## src/rtl/mem_arb_pkg.sv

```systemverilog
// Shared types for the two-master memory bus arbiter: FSM states, region codes
// and the address-nibble constants that select each region.
package mem_arb_pkg;
  typedef enum logic [1:0] {S_IDLE, S_ACCESS, S_RESP} state_t;
  typedef enum logic [1:0] {REG_RAM, REG_VRAM, REG_NONE} region_t;

  localparam logic [3:0] NIB_RAM  = 4'h0;
  localparam logic [3:0] NIB_VRAM = 4'h1;
endpackage

```

## src/rtl/mem_region_decode.sv

```systemverilog
// Combinational region decode from the top address nibble.
module mem_region_decode
  import mem_arb_pkg::*;
#(
  parameter int ADDR_W = 16
) (
  input  logic [ADDR_W-1:0] addr,
  output region_t           region
);
  // Only the top nibble selects a region; the low bits belong to the memory.
  logic unused_low;
  assign unused_low = ^addr[ADDR_W-5:0];

  always_comb begin
    region = REG_NONE;
    case (addr[ADDR_W-1 -: 4])
      NIB_RAM:  region = REG_RAM;
      NIB_VRAM: region = REG_VRAM;
      default:  region = REG_NONE;
    endcase
  end
endmodule

```

## src/rtl/mem_bus_arbiter.sv

```systemverilog
// Two-master arbiter in front of RAM and VRAM: IDLE -> ACCESS -> RESP per transaction.
// Define MEM_ARB_RR_EN for round-robin arbitration; default is fixed priority (m0 wins).
module mem_bus_arbiter
  import mem_arb_pkg::*;
#(
  parameter int ADDR_W = 16,
  parameter int DATA_W = 16,
  parameter int RAM_AW = 12
) (
  input  logic              clk,
  input  logic              reset,
  input  logic              m0_req,
  input  logic              m0_we,
  input  logic [ADDR_W-1:0] m0_addr,
  input  logic [DATA_W-1:0] m0_wdata,
  output logic [DATA_W-1:0] m0_rdata,
  output logic              m0_ready,
  output logic              m0_err,
  input  logic              m1_req,
  input  logic              m1_we,
  input  logic [ADDR_W-1:0] m1_addr,
  input  logic [DATA_W-1:0] m1_wdata,
  output logic [DATA_W-1:0] m1_rdata,
  output logic              m1_ready,
  output logic              m1_err,
  output logic              ram_ce,
  output logic              ram_oce,
  output logic              ram_we,
  output logic              vram_ce,
  output logic              vram_oce,
  output logic              vram_we,
  output logic [RAM_AW-1:0] mem_addr,
  output logic [DATA_W-1:0] mem_wdata,
  input  logic [DATA_W-1:0] ram_dout,
  input  logic [DATA_W-1:0] vram_dout
);
  logic [1:0]             req;
  logic [1:0]             we_in;
  logic [1:0][ADDR_W-1:0] addr_in;
  logic [1:0][DATA_W-1:0] wdata_in;

  assign req      = {m1_req, m0_req};
  assign we_in    = {m1_we, m0_we};
  assign addr_in  = {m1_addr, m0_addr};
  assign wdata_in = {m1_wdata, m0_wdata};

  state_t                 state;
  logic                   gnt;
  logic                   we_q;
  logic [ADDR_W-1:0]      addr_q;
  logic [DATA_W-1:0]      wdata_q;
  logic [1:0][DATA_W-1:0] rdata_q;
  logic                   nxt_gnt;
  region_t                region;
  logic [DATA_W-1:0]      rd_val;

`ifdef MEM_ARB_RR_EN
  logic ptr;
  // Pointer names the master that wins the next tie; it flips past every grant.
  always_ff @(posedge clk or negedge reset)
    if (!reset)                       ptr <= 1'b0;
    else if (state == S_IDLE && |req) ptr <= ~nxt_gnt;
  assign nxt_gnt = (&req) ? ptr : req[1];
`else
  assign nxt_gnt = ~req[0];
`endif

  always_ff @(posedge clk or negedge reset) begin
    if (!reset) begin
      state   <= S_IDLE;
      gnt     <= 1'b0;
      we_q    <= 1'b0;
      addr_q  <= '0;
      wdata_q <= '0;
      rdata_q <= '0;
    end else begin
      case (state)
        S_IDLE:
          if (|req) begin
            gnt     <= nxt_gnt;
            we_q    <= we_in[nxt_gnt];
            addr_q  <= addr_in[nxt_gnt];
            wdata_q <= wdata_in[nxt_gnt];
            state   <= S_ACCESS;
          end
        S_ACCESS: state <= S_RESP;
        S_RESP: begin
          if (!we_q) rdata_q[gnt] <= rd_val;
          state <= S_IDLE;
        end
        default: state <= S_IDLE;
      endcase
    end
  end

  mem_region_decode #(.ADDR_W(ADDR_W)) u_decode (
    .addr   (addr_q),
    .region (region)
  );

  always_comb begin
    rd_val = '0;
    case (region)
      REG_RAM:  rd_val = ram_dout;
      REG_VRAM: rd_val = vram_dout;
      default:  rd_val = '0;
    endcase
  end

  // Strobes follow the registered state, so an async reset drops them at once.
  assign ram_ce    = (state == S_ACCESS) && (region == REG_RAM);
  assign ram_oce   = ram_ce && !we_q;
  assign ram_we    = ram_ce && we_q;
  assign vram_ce   = (state == S_ACCESS) && (region == REG_VRAM);
  assign vram_oce  = vram_ce && !we_q;
  assign vram_we   = vram_ce && we_q;
  assign mem_addr  = addr_q[RAM_AW-1:0];
  assign mem_wdata = wdata_q;

  logic [1:0]             rdy;
  logic [1:0]             err;
  logic [1:0][DATA_W-1:0] rdata_o;

  for (genvar m = 0; m < 2; m++) begin : g_master
    assign rdy[m]     = (state == S_RESP) && (gnt == 1'(m));
    assign err[m]     = rdy[m] && (region == REG_NONE);
    assign rdata_o[m] = (rdy[m] && !we_q) ? rd_val : rdata_q[m];
  end

  assign m0_ready = rdy[0];
  assign m1_ready = rdy[1];
  assign m0_err   = err[0];
  assign m1_err   = err[1];
  assign m0_rdata = rdata_o[0];
  assign m1_rdata = rdata_o[1];
endmodule
```

## config.mk

```make
export PLATFORM = sky130hd
export DESIGN_NAME = mem_bus_arbiter
export DESIGN_NICKNAME = d
export VERILOG_FILES = /design/src/rtl/mem_arb_pkg.sv /design/src/rtl/mem_region_decode.sv /design/src/rtl/mem_bus_arbiter.sv
export SDC_FILE = /design/constraint.sdc
export NUM_CORES = 1
export LEC_CHECK = 0
export ABC_AREA = 1
export CAP_MARGIN = 0
export CORE_AREA = 2 2 84 106
export CTS_BUF_LIST = sky130_fd_sc_hd__clkbuf_4
export CTS_CLUSTER_SIZE = 25
export DETAILED_ROUTE_END_ITERATION = 10
export DIE_AREA = 0 0 86 108
export PLACE_DENSITY = 0.95
export SLEW_MARGIN = 5
export SYNTH_ARGS = -nofsm -noshare
export SYNTH_HDL_FRONTEND = slang
export SYNTH_HIERARCHICAL = 1
export SYNTH_SLANG_ARGS = --single-unit
```

## constraint.sdc

```tcl
create_clock -name clk -period 2.6 [get_ports clk]
set_clock_uncertainty 0.2 [all_clocks]
set_input_delay 0.26 -clock clk [delete_from_list [all_inputs] [get_ports clk]]
set_output_delay 0.26 -clock clk [all_outputs]
set_load 0.03 [all_outputs]
```

==> flow_summary_export.csv <==
group,metric,value,unit
finish,area.sequential,1703,um2
sta,fmax,409.4,MHz
critical_path,r2r_end,"we_q",
die,die_h,108,um
global_route,antenna_found_initial,0,
power_and_ir_drop,p_leak,3.034,nW
place,io_buffers,171,
place,place_congestion,0.8840,
logic_synthesis,synth-compound-area-share,4.802,%
cts,cts.path.max_buffers,2,
sta,fin_crit,2443,ps
global_route,globalRouteOverflowTotal,0,
sta,rsz0062_at_grt,"false",
finish,finish.net_count,774,
finish,diodes,0,
drt,wl_per_cell,13.13,um
finish,multi_input_area,1617,um2
die,ios,172,
sta,period_share,93.95,%
drt,dr.pass1.iters,4,
critical_path,crit_type,"reg -> out",
critical_path,start_kind,"flip-flop",
finish,fillers,705,
power_and_ir_drop,vdd_ir_drop_max,0.0009404,V
drt,drt-total-wl,10150,um
global_route,grt_pass1_wl,16210,um
die,die_x,86,um
logic_synthesis,ys_warn_count,6,
sta,finalSetupViolCount,0,
cts,clk_latency,390,ps
critical_path,crit_slowest_cell,"clkdlybuf4s50_1",
die,coreArea,8194,um2
logic_synthesis,yosys_register_bits,68,
logic_synthesis,synth_top_family_by_area,"simple AND/OR/NAND/NOR gates",
logic_synthesis,netlist_instances,513,
logic_synthesis,muxShareOfSynthArea,0,%
drt,drc,0,
logic_synthesis,synth-simple-area-share,38.58,%
logic_synthesis,syn_nets,615,
run_status,status,"completed",
critical_path,timing.critical_path.max_delay_family,"buffers and inverters",
job,maxCapViolCount,0,
logic_synthesis,netlist_area,3726,um2
critical_path,reg2reg_from,"state[1]",
critical_path,crit_chain,"inv_1, nand3_2, inv_1, clkdlybuf4s50_1",
hold_path,hold_path_class,"in -> async",
sta,timing.setup.tns,0,ps
cts,cts_sinks,68,
global_route,grt_usage,22.04,%
finish,final_common_cell,"nand2_1",
sta,fin_ws,157.2,ps
die,dieArea,9288,um2
cts,numCtsBuffers,9,
logic_synthesis,syn_avg_cell_area,7.263,um2
sta,worst_slew_pin_slew,551.5,ps
critical_path,r2r_slack,820,ps
place,hpwl,7477,um
cts,clk_pin_slew,110,ps
die,start_util,45.47,%
cts,htreeDepth,3,
critical_path,cpMostUsedCell,"inv_1",
cts,cts_root_buf,"clkbuf_4",
logic_synthesis,synth_adder_area_share,0,%
critical_path,worstPathArrival,1980,ps
critical_path,cp-end-kind,"output port",
logic_synthesis,synth.yosys.seq_area_share,45.67,%
critical_path,crit_path_max_incr_delay,720,ps
global_route,grt_pass1_vias,3673,
critical_path,path_buf_inv,3,
sta,hold_viol_final,0,
sta,worst_slew_margin_rel,63.18,%
drt,via_per_inst,4.877,
power_and_ir_drop,powerDensity,1122,nW/um2
drt,ant_nets,0,
die,num_rows,37,
cts,tritoncts,"yes",
critical_path,r2r_cells,5,
critical_path,worstPathMaxFanout,4,
drt,vias,3770,
logic_synthesis,synth_cell_types,22,
sta,slew_violations,0,
drt,drt_iter0_drc,170,
finish,area_delta_synth_final,43.49,%
finish,drive_above_1_share,13.61,%
global_route,grt_max_degree,69,
critical_path,crit_required,2140,ps
logic_synthesis,synth_xor_area_share,0,%
finish,final_cell_mix,"275 x nand2_1, 129 x clkdlybuf4s50_1, 67 x dfrtp_1, 41 x inv_1, 34 x o21ai_0",
place,place_ws,145.7,ps
## synthesized netlist by cell type, drive strengths merged
library cell	count	area (um2)
o21ai	35	178.9
inv	45	171.4
nor2	11	68.81
clkbuf	3	11.26
nand2	296	1214
buf	30	221.5
dfrtp	68	1702
nand3	22	145.1
nor3	2	10.01
clkinv	1	3.750
## cell type report
class | instances | share of cell area (%)
clock inverter | 5 | 0.3744
tap | 97 | 2.270
multi-input combinational | 366 | 30.24
clock buffer | 10 | 1.404
timing repair buffer | 181 | 30.59
sequential | 68 | 31.85
inverter | 46 | 3.276
## where the power goes
group          internal [mW]  switching, mW  leakage, nW
Clock                  0.189          0.342       0.0562
Sequential              1.55          0.314        0.871
Combinational           1.24           2.37         2.11
Total                   2.98           3.02         3.03
## per-layer routing
metal | vias to the layer above | global-route usage, % | wire [um]
met5 | - | 0 | 0
met4 | 0 | 10.09 | 187
met3 | 16 | 7.252 | 1025
met2 | 185 | 36.82 | 4971
met1 | 1710 | 25.53 | 3962
li1 | 1859 | - | -
## per-stage QoR
step	area (um2)	hold WS (ps)	cells	util (%)	power, mW
floorplan	3726	-235.6	513	-	4.317
global placement	5356	105.5	754	65.37	5.570
detailed placement	5356	107.0	754	65.37	5.681
CTS	5448	174.8	773	66.48	6.086
global route	5346	195.1	773	65.25	6.429
finish	5346	176.8	773	65.25	5.998
## worst reg2reg max path, cell delays in order (launching register included)
cell     delay (ps)
dfrtp_1         460
nor2_1          270
o21ai_2         110
inv_2           430
nand2_1         160
nand2_1          90
## how the worst max path moves through the flow
stage | to | slack, ps | depth (start not counted) | start
floorplan | m0_err | 560 | 5 | addr_q[13]
global placement | m0_rdata[15] | 240 | 5 | we_q
detailed placement | m0_rdata[12] | 150 | 6 | gnt
CTS | m1_err | 2 | 6 | addr_q[14]
global route | m0_ready | 30 | 4 | gnt
finish | m0_ready | 160 | 4 | gnt
## repair_timing
| action | 4_1_cts | 5_1_grt |
|---|---|---|
| pin swaps | 1 | 0 |
| resized for setup | 35 | 53 |
| setup buffers | 3 | 0 |
| hold buffers | 1 | 0 |
| setup endpoints to repair | 32 | 28 |
| hold endpoints to repair | 68 | 0 |
## state kept, by name, indices dropped and copies added (netlist names)
name / cells
addr_q: 16
gnt: 1
mem_wdata: 16
rdata_q: 32
state: 2
we_q: 1
## logic make-up after synthesis
family,after synthesis
compound gates,35
simple gates,331
flops,68
buf+inv,79
(Power assumes the default switching activity.)
